<file path="config.mk">
export PLATFORM = sky130hd
export DESIGN_NAME = wb_decoder_1m_ns
export DESIGN_NICKNAME = d
export VERILOG_FILES = /design/src/rtl/wb_decoder_1m_ns.sv
export SDC_FILE = /design/constraint.sdc
export NUM_CORES = 1
export LEC_CHECK = 0
export BUFFER_PORTS_ARGS = -buffer_cell sky130_fd_sc_hd__buf_2
export CORE_MARGIN = 3
export CORE_UTILIZATION = 30
export CTS_CLUSTER_SIZE = 16
export DETAILED_ROUTE_END_ITERATION = 12
export GPL_TIMING_DRIVEN = 0
export SLEW_MARGIN = 20
export SYNTH_ARGS = -nofsm -noshare
export SYNTH_HDL_FRONTEND = slang
export SYNTH_SLANG_ARGS = --single-unit
</file>
<file path="constraint.sdc">
create_clock -name clk_i -period 5.7 [get_ports clk_i]
set_input_delay 0.855 -clock clk_i [delete_from_list [all_inputs] [get_ports clk_i]]
set_output_delay 0.855 -clock clk_i [all_outputs]
set_load 0.005 [all_outputs]
</file>
<file path="src/rtl/wb_decoder_1m_ns.sv">
// Single-master, N-slave Wishbone classic decoder with registered response path.
// Optional slave watchdog enabled by defining WB_DEC_TIMEOUT_EN.
module wb_decoder_1m_ns #(
  parameter int NSLAVES = 4,
  parameter int ADDR_W  = 32,
  parameter int DATA_W  = 32,
  parameter int DEC_LO  = 28,
  parameter int TIMEOUT = 255,
  localparam int SEL_W  = DATA_W / 8
) (
  input  logic                      clk_i,
  input  logic                      rst_ni,
  input  logic [ADDR_W-1:0]         m_addr_i,
  input  logic [DATA_W-1:0]         m_data_i,
  input  logic [SEL_W-1:0]          m_sel_i,
  input  logic                      m_we_i,
  input  logic                      m_cyc_i,
  input  logic                      m_stb_i,
  output logic [DATA_W-1:0]         m_data_o,
  output logic                      m_ack_o,
  output logic                      m_err_o,
  output logic                      m_rty_o,
  output logic [ADDR_W-1:0]         s_addr_o,
  output logic [DATA_W-1:0]         s_data_o,
  output logic [SEL_W-1:0]          s_sel_o,
  output logic                      s_we_o,
  output logic [NSLAVES-1:0]        s_cyc_o,
  output logic [NSLAVES-1:0]        s_stb_o,
  input  logic [NSLAVES*DATA_W-1:0] s_data_i,
  input  logic [NSLAVES-1:0]        s_ack_i,
  input  logic [NSLAVES-1:0]        s_err_i,
  input  logic [NSLAVES-1:0]        s_rty_i
);

  typedef enum logic [1:0] {IDLE, ACTIVE, RESP} state_t;

  localparam logic [ADDR_W-1:0] DEC_MASK = ~({{(ADDR_W-4){1'b0}}, 4'hF} << DEC_LO);

  state_t              state_reg;
  logic [3:0]          idx_reg;
  logic [NSLAVES-1:0]  sel_reg;
  logic [ADDR_W-1:0]   addr_reg;
  logic [DATA_W-1:0]   wdata_reg;
  logic [SEL_W-1:0]    be_reg;
  logic                we_reg;

  logic [3:0]          dec_idx;
  logic                dec_hit;
  logic [NSLAVES-1:0]  dec_onehot;

  // Slave responses padded to the full 16-entry decode space so the latched
  // 4-bit index can select them directly.
  logic [15:0]         ack_pad;
  logic [15:0]         err_pad;
  logic [15:0]         rty_pad;
  logic [DATA_W-1:0]   rdata_pad [16];

  assign dec_idx = m_addr_i[DEC_LO+3:DEC_LO];
  assign dec_hit = (int'(dec_idx) < NSLAVES);

  genvar gi;
  generate
    for (gi = 0; gi < 16; gi++) begin : g_pad
      if (gi < NSLAVES) begin : g_live
        assign ack_pad[gi]    = s_ack_i[gi];
        assign err_pad[gi]    = s_err_i[gi];
        assign rty_pad[gi]    = s_rty_i[gi];
        assign rdata_pad[gi]  = s_data_i[gi*DATA_W +: DATA_W];
        assign dec_onehot[gi] = (dec_idx == 4'(gi));
      end else begin : g_dead
        assign ack_pad[gi]    = 1'b0;
        assign err_pad[gi]    = 1'b0;
        assign rty_pad[gi]    = 1'b0;
        assign rdata_pad[gi]  = '0;
      end
    end
  endgenerate

  logic              sl_ack;
  logic              sl_err;
  logic              sl_rty;
  logic [DATA_W-1:0] sl_data;

  assign sl_ack  = ack_pad[idx_reg];
  assign sl_err  = err_pad[idx_reg];
  assign sl_rty  = rty_pad[idx_reg];
  assign sl_data = rdata_pad[idx_reg];

  // Dropping m_cyc_i must release the slave in the same cycle, hence the gate.
  assign s_cyc_o  = sel_reg & {NSLAVES{m_cyc_i}};
  assign s_stb_o  = sel_reg & {NSLAVES{m_cyc_i}};
  assign s_addr_o = addr_reg;
  assign s_data_o = wdata_reg;
  assign s_sel_o  = be_reg;
  assign s_we_o   = we_reg;

  logic wdog_expired;

`ifdef WB_DEC_TIMEOUT_EN
  logic [15:0] wdog_reg;

  assign wdog_expired = (wdog_reg == 16'(TIMEOUT - 1));

  always_ff @(posedge clk_i or negedge rst_ni) begin
    if (!rst_ni) begin
      wdog_reg <= '0;
    end else if (state_reg == ACTIVE) begin
      wdog_reg <= wdog_reg + 16'd1;
    end else begin
      wdog_reg <= '0;
    end
  end
`else
  assign wdog_expired = 1'b0;
`endif

  always_ff @(posedge clk_i or negedge rst_ni) begin
    if (!rst_ni) begin
      state_reg <= IDLE;
      idx_reg   <= '0;
      sel_reg   <= '0;
      addr_reg  <= '0;
      wdata_reg <= '0;
      be_reg    <= '0;
      we_reg    <= 1'b0;
      m_data_o  <= '0;
      m_ack_o   <= 1'b0;
      m_err_o   <= 1'b0;
      m_rty_o   <= 1'b0;
    end else begin
      m_ack_o <= 1'b0;
      m_err_o <= 1'b0;
      m_rty_o <= 1'b0;
      case (state_reg)
        IDLE: begin
          if (m_cyc_i && m_stb_i) begin
            idx_reg   <= dec_idx;
            addr_reg  <= m_addr_i & DEC_MASK;
            wdata_reg <= m_data_i;
            be_reg    <= m_sel_i;
            we_reg    <= m_we_i;
            if (dec_hit) begin
              state_reg <= ACTIVE;
              sel_reg   <= dec_onehot;
            end else begin
              state_reg <= RESP;
              m_err_o   <= 1'b1;
              m_data_o  <= '0;
            end
          end
        end
        ACTIVE: begin
          if (!m_cyc_i) begin
            state_reg <= IDLE;
            sel_reg   <= '0;
          end else if (sl_err) begin
            state_reg <= RESP;
            sel_reg   <= '0;
            m_err_o   <= 1'b1;
          end else if (sl_rty) begin
            state_reg <= RESP;
            sel_reg   <= '0;
            m_rty_o   <= 1'b1;
          end else if (sl_ack) begin
            state_reg <= RESP;
            sel_reg   <= '0;
            m_ack_o   <= 1'b1;
            if (!we_reg) begin
              m_data_o <= sl_data;
            end
          end else if (wdog_expired) begin
            state_reg <= RESP;
            sel_reg   <= '0;
            m_err_o   <= 1'b1;
            m_data_o  <= '0;
          end
        end
        RESP: begin
          state_reg <= IDLE;
        end
        default: begin
          state_reg <= IDLE;
          sel_reg   <= '0;
        end
      endcase
    end
  end

endmodule
</file>
==> flow_summary.toml <==
[status]
status = "complete, no violations"

[layout]
drive_above_1_share = 0.484
multi_input_area_um2 = 2120
layout.cells.non_filler = 1022
fill_cells = 1589
nets = 1013
area_delta_synth_final_pct = 43.7
seq_area_um2 = 2750

[logic_synthesis]
ys_async_sr_fraction = 1.00
synthSimpleGateAreaFrac = 0.179
yosys.area.top_type = "dfrtp_1"
ys.flop_type = "dfrtp_1"
synth-compound-area-share = 0.0704
synth_cell_types = 31
yosysMostFrequentCell = "nand2_1"
synth.top_cell.area_share = 0.541
yosys-top-cells-count = "nand2_1 (207), dfrtp_1 (110), mux4_2 (35)"
synthXorXnorAreaFrac = 0
synthAdderAreaFrac = 0
synth_top_family_by_area = "simple AND/OR/NAND/NOR gates"
syn_avg_cell_area_um2 = 10.9
syn-instance-count = 465
muxShareOfSynthArea = 0.164
synth_area_um2 = 5090
yosysSeqAreaShare = 0.541
synth_edf_count = 0
synth-seq-cells = 110
yosysWarningCount = 0
synthTopCellsByArea = "dfrtp_1 (54%), mux4_2 (15%), nand2_1 (15%)"

[placed_design]
portBuffers = 320
dpl.hpwl_mm = 13.6
place_ws_ns = 2.61
place.gp.congestion = 0.836
dp.cells = 1005

[worst_setup_path]
end_kind = "flip-flop"
cp.required_ns = 5.99
critical_path_arrival_ns = 2.95
startpoint_type = "primary input"
criticalPathCategory = "primary input to flip-flop"
critPathMaxFanout = 10

[power_and_ir_drop]
finalPower_w = 0.00210
seqPwrFrac = 0.444
p_switching_w = 0.000581
clkPwrFrac = 0.307
powerDensity_nw_per_um2 = 287
ir_drop_uv = 143
p_leak_nw = 4.09
internal-power_w = 0.00152
p_comb_frac = 0.249
swShare = 0.277

[global_route]
track_usage = 0.182
grt_max_degree = 65
grt_pass1_vias = 4830
grt_antenna_before_repair = 0
grt_first_pass_wirelength_mm = 26.0
grt_overflow = 0

[drt]
num_vias = 4713
viasPerCell = 4.61
drt_iter0_drc = 242
wire_per_inst_um = 16.5
totalWireLength_mm = 16.9
ant_nets = 0
dr.pass1.iters = 4
drc_errors = 0

[sta]
worstMarginPinSlew_ns = 0.802
setup_slack_ns = 3.03
period_share = 0.468
min_period_ns = 2.67
fmax_mhz = 375
setup_violations = 0
finalHoldViolCount = 0
grt_setup_unrepaired = "false"
relSlewSlack = 0.466
setup_tns_ns = 0
slew_violations = 0
clock_skew_ns = 0.0106

[cts]
clk_pin_slew_worst_paths_ns = 0.07
htree_levels = 3
post_cts_buffers = 0
cts-buffers-inserted = 9
cts-resized-gates = 0
cts_buffer_depth = 2
cts_sinks = 110
root_buffer = "clkbuf_16"
cts_tree = "built"
insertion_delay_ns = 0.35
cts_hold_buf = 0

[floorplan]
start_util = 0.313
row_count = 46
core_area_um2 = 16200
die_w_um = 136
die-area_um2 = 18600
die_h_um = 136
io_pins = 325

[hold_path]
hold_class = "primary input to asynchronous set/reset pin"

[job]
cap_violations = 0
-- cell usage in the layout, fill, tap and decap left out --
master and instances:
and3_1 1, buf_1 4, nor3_1 3, a41oi_1 2, conb_1 4, nor4bb_1 1, bufinv_16 1, or3_1 1
a21boi_0 1, nand2_1 207, nor3b_1 1, buf_2 323, clkbuf_8 2, a22o_1 33, clkinvlp_4 1, o211a_1 1
mux2_2 4, nand3_1 2, o31ai_1 1, nor2_1 5, clkinv_2 1, diode_2 1, dfrtp_1 110, buf_16 1
and2_1 4, clkbuf_16 9, a21oi_1 2, buf_4 8, o21ai_0 2, and4b_1 1, and3b_1 1, buf_6 5
inv_1 3, clkbuf_1 22, a31oi_1 1, or4bb_1 1, mux4_2 35, nor4_1 1
-- stage by stage --
stage / hold slack, ns / utilization / area, µm²
floorplan: 0.446 / - / 5100
global placement: 0.453 / 0.429 / 6970
detailed placement: 0.457 / 0.431 / 7000
CTS: 0.441 / 0.450 / 7310
global route: 0.451 / 0.450 / 7310
finish: 0.431 / 0.450 / 7310
-- layout make-up --
type	count	share of cell area
Clock inverter	3	0.00582
Antenna cell	1	0.000342
Buffer	40	0.0294
Inverter	3	0.00154
Tap cell	216	0.0370
Multi-Input combinational cell	315	0.290
Sequential cell	110	0.377
Clock buffer	13	0.0356
Timing Repair Buffer	321	0.224
-- worst paths after layout --
kind	to	slack [ns]	depth (start not counted)	start
worst max-delay path	m_data_o[27]	3.03	7	m_cyc_i
min in group clk_i	s_data_o[25]	0.47	2	s_data_o[25]
worst max register to register	m_data_o[27]	3.07	6	idx_reg[1]
max in group asynchronous	s_addr_o[15]	4.57	2	rst_ni
worst min-delay path	m_data_o[2]	0.43	1	rst_ni
worst min register to register	s_data_o[25]	0.47	2	s_data_o[25]
-- per-layer routing --
| metal | part of all wire | vias up | track usage |
|---|---|---|---|
| li1 | - | 2245 | - |
| met1 | 0.38 | 2231 | 0.218 |
| met2 | 0.51 | 214 | 0.315 |
| met3 | 0.086 | 23 | 0.0496 |
| met4 | 0.024 | 0 | 0.0633 |
| met5 | 0 | - | 0 |
-- power groups by stage --
stage	combinational [W]	sequential [W]	clock, W
finish	0.000523	0.000931	0.000644
global route	0.000588	0.000945	0.000701
CTS	0.000535	0.000932	0.000672
detailed placement	0.000536	0.000945	0
global placement	0.000526	0.000944	0
floorplan	0.000267	0.000953	0
-- worst max-delay path, stage by stage --
cell and delay [ns]:
buf_2 0.15, or4bb_1 0.48, clkbuf_1 0.20, o211a_1 0.18
nor3_1 0.53, buf_2 0.37, a22o_1 0.17
-- logic make-up (layout without fill, tap and decap cells) --
logic type | count (synthesis) | count (layout)
AO/OA/AOI/OAI | 43 | 43
buffers and inverters | 43 | 380
flip-flops | 110 | 110
multiplexers | 39 | 39
other | 1 | 5
AND/OR/NAND/NOR | 229 | 229
(Power assumes the default switching activity.)
